**config.mk**
```make
export PLATFORM = sky130hd
export DESIGN_NAME = fade_sequencer
export DESIGN_NICKNAME = d
export VERILOG_FILES = /design/src/rtl/fade_sequencer.sv
export SDC_FILE = /design/constraint.sdc
export NUM_CORES = 1
export LEC_CHECK = 0
export CORE_ASPECT_RATIO = 0.7
export CORE_MARGIN = 4
export CORE_UTILIZATION = 42
export DETAILED_ROUTE_END_ITERATION = 10
export GPL_TIMING_DRIVEN = 0
export HOLD_SLACK_MARGIN = 0.1
export SLEW_MARGIN = 40
export SYNTH_ARGS = -nofsm -noshare
export SYNTH_HDL_FRONTEND = slang
export SYNTH_SLANG_ARGS = --single-unit
```
**constraint.sdc**
```tcl
create_clock -name clk -period 4.77 [get_ports clk]
set_clock_uncertainty 0.05 [all_clocks]
set_input_delay 0.954 -clock clk [delete_from_list [all_inputs] [get_ports clk]]
set_output_delay 0.954 -clock clk [all_outputs]
set_load 0.02 [all_outputs]
```
**src/rtl/fade_sequencer.sv**
```systemverilog
// ============================================================================
// fade_sequencer: hue-wheel / breathe step sequencer that drives the R/G/B
// fade channel states. Rev 1.0 - initial release.
// ============================================================================
`default_nettype none

module fade_sequencer #(
  parameter int STEP_CYCLES = 2_000_000,
  parameter int TW          = $clog2(STEP_CYCLES)
) (
  input  logic       clk,
  input  logic       rst_n,
  input  logic       en,
  input  logic       dir,
  input  logic       mode,
  input  logic       step_req,
  output logic [1:0] state_r,
  output logic [1:0] state_g,
  output logic [1:0] state_b,
  output logic [2:0] step_idx,
  output logic       step_tick
);

  localparam logic [1:0] ST_INC  = 2'b00;
  localparam logic [1:0] ST_DEC  = 2'b01;
  localparam logic [1:0] ST_HIGH = 2'b10;
  localparam logic [1:0] ST_LOW  = 2'b11;

  localparam logic [TW-1:0] TIMER_TERM = TW'(STEP_CYCLES - 1);
  localparam logic [2:0]    IDX_LAST   = 3'd5;
  localparam logic [5:0]    ROW0_FWD   = {ST_HIGH, ST_INC, ST_LOW};

  logic [TW-1:0] timer_q, timer_d;
  logic [2:0]    idx_q, idx_d;
  logic [5:0]    states_q, states_d;
  logic          tick_q, tick_d;
  logic          mode_q, mode_d;

  logic          mode_chg;
  logic          term;
  logic          advance;

  function automatic logic [1:0] swap_ramp(input logic [1:0] st);
    // Only the ramp states flip direction; holds stay put.
    swap_ramp = st[1] ? st : {1'b0, ~st[0]};
  endfunction

  function automatic logic [5:0] row_lut(input logic [2:0] idx, input logic rev,
                                         input logic brth);
    logic [5:0] row;
    row = ROW0_FWD;
    if (brth) begin
      row = idx[0] ? {ST_DEC, ST_DEC, ST_DEC} : {ST_INC, ST_INC, ST_INC};
    end else begin
      case (idx)
        3'd0:    row = {ST_HIGH, ST_INC,  ST_LOW };
        3'd1:    row = {ST_DEC,  ST_HIGH, ST_LOW };
        3'd2:    row = {ST_LOW,  ST_HIGH, ST_INC };
        3'd3:    row = {ST_LOW,  ST_DEC,  ST_HIGH};
        3'd4:    row = {ST_INC,  ST_LOW,  ST_HIGH};
        3'd5:    row = {ST_HIGH, ST_LOW,  ST_DEC };
        default: row = ROW0_FWD;
      endcase
      if (rev) begin
        row = {swap_ramp(row[5:4]), swap_ramp(row[3:2]), swap_ramp(row[1:0])};
      end
    end
    row_lut = row;
  endfunction

  always_comb begin
    mode_chg = (mode != mode_q);
    term     = en && (timer_q == TIMER_TERM);
    advance  = term || (!en && step_req);
    mode_d   = mode;

    timer_d = timer_q;
    if (mode_chg) begin
      timer_d = '0;
    end else if (en) begin
      timer_d = term ? '0 : timer_q + TW'(1);
    end

    idx_d = idx_q;
    if (mode_chg) begin
      idx_d = 3'd0;
    end else if (advance) begin
      if (mode) begin
        idx_d = {2'b00, ~idx_q[0]};
      end else if (dir) begin
        idx_d = (idx_q == 3'd0 || idx_q > IDX_LAST) ? IDX_LAST : idx_q - 3'd1;
      end else begin
        idx_d = (idx_q >= IDX_LAST) ? 3'd0 : idx_q + 3'd1;
      end
    end

    // With en low the outputs freeze unless a manual step or mode switch lands.
    states_d = states_q;
    if (en || step_req || mode_chg) begin
      states_d = row_lut(idx_d, dir, mode);
    end

    tick_d = advance && !mode_chg;
  end

  always_ff @(posedge clk or negedge rst_n) begin
    if (!rst_n) begin
      timer_q  <= '0;
      idx_q    <= 3'd0;
      states_q <= ROW0_FWD;
      tick_q   <= 1'b0;
      mode_q   <= 1'b0;
    end else begin
      timer_q  <= timer_d;
      idx_q    <= idx_d;
      states_q <= states_d;
      tick_q   <= tick_d;
      mode_q   <= mode_d;
    end
  end

  assign state_r   = states_q[5:4];
  assign state_g   = states_q[3:2];
  assign state_b   = states_q[1:0];
  assign step_idx  = idx_q;
  assign step_tick = tick_q;

endmodule

`default_nettype wire

```
# --- Word level (Yosys, flattened, before mapping) ---
# Cells that the tools add are included.
word_totals:
  mem_bits_rw: 0
  rom_bits: 0
  mem_count: 0
  regBits: 32
  latch_bits: 0
  out_inout_bits: 10
classes:
  div: 0
  mux: 18
  magnitude_cmp: 2
  bitwise: 4
  shift: 0
  add_sub_neg: 3
  eq_ne: 7
  mul: 0
  n_reduce_logical: 11
ops:
  columns: ["operator", "count"]
  rows:
  - ["$mux W21", 3]
  - ["$pmux W6 S5", 1]
  - ["$mux W6", 4]
  - ["$add A21 B1 Y21 const B", 1]
  - ["$eq A21 B21 Y1 const B", 1]
  - ["$mux W3", 6]
  - ["$eq A3 B2 Y1 const B", 2]
  - ["$eq A3 B3 Y1 const B", 2]
  - ["$mux W2", 3]
  - ["$mux W5", 1]
  - ["$logic_or A1 B1 Y1", 4]
  - ["$not A1 Y1", 4]
  - ["$add A3 B1 Y3 const B", 1]
  - ["$eq A3 B1 Y1 const B", 1]
  - ["$ge A3 B3 Y1 const B", 1]
  - ["$gt A3 B3 Y1 const B", 1]
  - ["$logic_and A1 B1 Y1", 3]
  - ["$logic_not A3 Y1", 1]
  - ["$sub A3 B1 Y3 const B", 1]
  - ["$logic_not A1 Y1", 2]
  - ["$reduce_bool A2 Y1", 1]
  - ["$ne A1 B1 Y1", 1]

# --- Depth between registers and ports, before layout ---
depth:
  depth_word: 15
  mapped_depth: 9
  depth_no_buf: 9

# --- Least setup slack after synthesis ---
# Ideal clock, no wire load.
synth_timing:
  path_type: "input -> register"
  from: "in mode"
  to: "reg states_q[2]"
  t_arrival_ps: 2733
  setup_slack_ps: 1861
  path_stages: 8
  required_time_ps: 4594
  path_cell_list: "clkbuf_1 xnor2_1 clkbuf_1 nand2_1 mux2i_2 o21bai_1 a221o_1 a221o_1"
synth_between:
  elab_chain_cells: 11
  word_cells_on_any_way: 18
synth_rtl:
  columns: ["element", "line_no", "source"]
  rows:
  - ["from (decl)", "15", "input logic mode,"]
  - ["$mux W3", "88", "if (mode) begin"]
  - ["$mux W3", "87", "end else if (advance) begin"]
  - ["$mux W3 (*)", "85", "if (mode_chg) begin"]
  - ["via idx_d[1]", "34", "logic [2:0] idx_q, idx_d;"]
  - ["$eq A3 B3 Y1 (tied with other cells)", "55", "case (idx)"]
  - ["$pmux W6 S5 (*)", "55", null]
  - ["$mux W6 (*)", "52", "if (brth) begin"]
  - ["$mux W6 (*)", "99", "if (en || step_req || mode_chg) begin"]
  - ["$not A1 Y1", "45", "swap_ramp = st[1] ? st : {1'b0, ~st[0]};"]
  - ["$mux W2", "45", null]
  - ["$mux W6 (*)", "64", "if (rev) begin"]
  - ["$mux W6 (*)", "52", null]
  - ["to (signal assigned)", "116", "states_q <= states_d;"]
  - ["to (decl)", "35", "logic [5:0] states_q, states_d;"]
# Mark *: on every way through the listed nets, which the timed path passes. The rest lies on a longest branch. The select of a mux whose other input is x is not followed.
# A chain may end at the register's enable or synchronous reset.

# --- Final worst setup path ---
# Same ends and word-level chain as after synthesis.

==> run metrics <==
Final Hold Viols=0; wire length per cell=14.5 um; overall power=610 uW; Tcrit/Tclk final=74.9%; Async SR Flop Fraction=100%; synth top area cells=dfrtp_1 38%, nand2_1 6.4%, o21ai_0 6.3%; DP Wirelength=3140 um; FILL cells=406; # rows=20; FF-to-FF setup slack=1.91 ns; count of flip-flops with a built-in enable after synthesis=0; RSZ-0062 raised after global routing=false; met2 usage in global routing=23.7%; pre-CTS setup slack=0.955 ns; Reg2Reg Capture Point=states_q[2]; post-synthesis sequential area ratio=41.9%; DIE HEIGHT=64.6 um; Via density=5.68; Crit Path Max Fanout=10; Yosys cell types=47; Reg clk slew, reported paths=0.06 ns; worst setup path class=primary input to flop; R2R depth=8; routability congestion estimate=0.805; synthesized instance count=212; CP peak stage delay=0.48 ns; CORE AREA=0.00438 mm2; Routed Antenna Nets=0; Resized cells post-CTS=0; starting density of the core=43.9%; Antenna Cells=0; Netlist Area Pre-Place=0.00192 mm2; Die X-Extent=88.9 um; Setup crit start=mode; vias in the first global route=1591; Crit. path cell count=9; Buf/Inv on CP=3; Final nets=246; Max IR drop VDD=0.000144 V; DR DRC count=0; IO Port Bufs=15; Skew-Pair Late Insertion Delay=0.28 ns; critical path's top delay family=buffers and inverters; setup bufs post-CTS=0; crit start category=primary input; register area=805 um2; Main synth FF type=dfrtp_1; top cells by count, synth=33 x nand2_1, 29 x dfrtp_1, 24 x o21ai_0, 15 x nor2_1, 10 x a21oi_1; yosys warns=0; area grow syn2layout=17.1%; max_slew headroom=58.7%; cts-stage hold buffer count=0; slowest CP cell=clkdlybuf4s50_1; grt ovf=0; Total Routing Usage GR=16.9%; actual slew at the worst max-slew pin=0.614 ns; Reg-to-Reg Start=timer_q[0]; total number of vias=1654; Clock Path Buffers=2; post-route minimum period=3.57 ns; area of the multi-input gates=0.00109 mm2; fraction of layout instances using a drive strength above 1=9.75%; leading cell type by number of instances after synthesis=nand2_1; DR iter-0 viols=125; io pins=16; Yosys reg bits=32; DR pass1 iterations=4; layer with the highest usage=met1; GRT met1 Usage=25.2%; Root Buffer=clkbuf_8; # clock sinks=32; pin count of the biggest net entering global routing=22; Lkg Pwr=0.882 nW; final worst slack=1.20 ns; initial antenna violation count=0; # setup viols final=0; first-pass GRT wire length=7640 um; area share of the largest cell type after synthesis=37.8%; Req. time, crit path=4.88 ns; Synth Net Count=223; CTS Buf Count=5; max-cap violations=0; TNS Setup=0 ns; status=finished, final reports clean; htree depth=2; wirelength, routed=4220 um; Setup crit end kind=flop; CTS tree=built; Fmax achieved=280 MHz; Worst Hold Class=flop to flop; M3 GR Usage=4.19%; crit-path cells=clkdlybuf4s50_1 > clkbuf_1 > xnor2_1 > clkbuf_1 > nand2_1 > mux2i_2 > o21bai_1 > a221o_1 > a221o_1; Yosys top cell by area=dfrtp_1; critical path data arrival time=3.68 ns; Max Slew Vio Count=0; Pwr Density=271 mW/mm2; CP Capture Point=states_q[2]; Synth Area per Inst=9.07 um2; full die area=0.00574 mm2
==> how the worst min path moves through the flow <==
stage                     cells past startpoint  slack [ns]          end   startpoint
after floorplan                               1        0.39  timer_q[20]  timer_q[20]
after global placement                        2        0.40  states_q[5]  states_q[5]
after detailed placement                      2        0.40  states_q[5]  states_q[5]
after CTS                                     2        0.41  states_q[5]  states_q[5]
after global routing                          2        0.45  states_q[5]  states_q[5]
final                                         2        0.41  states_q[5]  states_q[5]
==> power by group <==
| group | total, mW | leakage, nW | internal, mW | switching (mW) |
|---|---|---|---|---|
| sequential | 0.300 | 0.429 | 0.287 | 0.0138 |
| combinational | 0.113 | 0.411 | 0.0472 | 0.0662 |
| clock | 0.196 | 0.0422 | 0.102 | 0.0935 |
==> cell type report <==
type                            count  area share [%]
Inverter                            4           0.667
Sequential cell                    32            35.7
Tap cell                           55            3.06
Timing Repair Buffer               16            7.67
Clock inverter                      1           0.222
Clock buffer                        7            3.39
Multi-Input combinational cell    171            48.4
Buffer                              5           0.889
==> sequential cells by signal, summed over array words and instances, names as in the netlist <==
register,count
step_idx,3
step_tick,1
timer_q,21
mode_q,1
states_q,6
==> layer usage <==
| metal | routed length (um) | vias up |
|---|---|---|
| met5 | 0 | - |
| met4 | 40 | 0 |
| met3 | 233 | 5 |
| met2 | 1730 | 36 |
| met1 | 2210 | 790 |
| li1 | - | 823 |
==> metrics by stage <==
stage	utilization, %	cell area, um2	std cells	hold slack (ns)
2_1_floorplan	-	1920	212	0.395
3_3_place_gp	48.9	2140	282	0.397
3_5_place_dp	49.5	2170	283	0.404
4_1_cts	51.4	2250	291	0.413
5_1_grt	51.4	2250	291	0.445
6_report	51.4	2250	291	0.414
==> tightest hold or removal path, cell delays in order (launching register included) <==
cell and delay, ns:
dfstp_2 0.37, nand2_1 0.05, nand2_1 0.05
==> cells in the final DEF (no fill, tap or decap), types with 6 or more instances in the layout <==
| cell type | synthesis | layout |
|---|---|---|
| o31ai_1 | 6 | 6 |
| clkbuf_1 | 4 | 6 |
| a21oi_1 | 10 | 10 |
| nand2b_1 | 8 | 8 |
| o21ai_0 | 24 | 24 |
| dfrtp_1 | 29 | 29 |
| clkdlybuf4s50_1 | 0 | 14 |
| nand3_1 | 9 | 9 |
| nand2_1 | 33 | 33 |
| nor2_1 | 15 | 15 |
==> cell families after synthesis <==
| group | synth area share [%] |
|---|---|
| adders and majority gates | 3.26 |
| DFF | 41.9 |
| xor gates and xnor gates | 2.73 |
| and+or+nand+nor | 27.2 |
| muxes | 2.67 |
| AOI/OAI and AO/OA | 20.4 |
| buffers and inverters | 1.82 |
(Power assumes the default switching activity.)
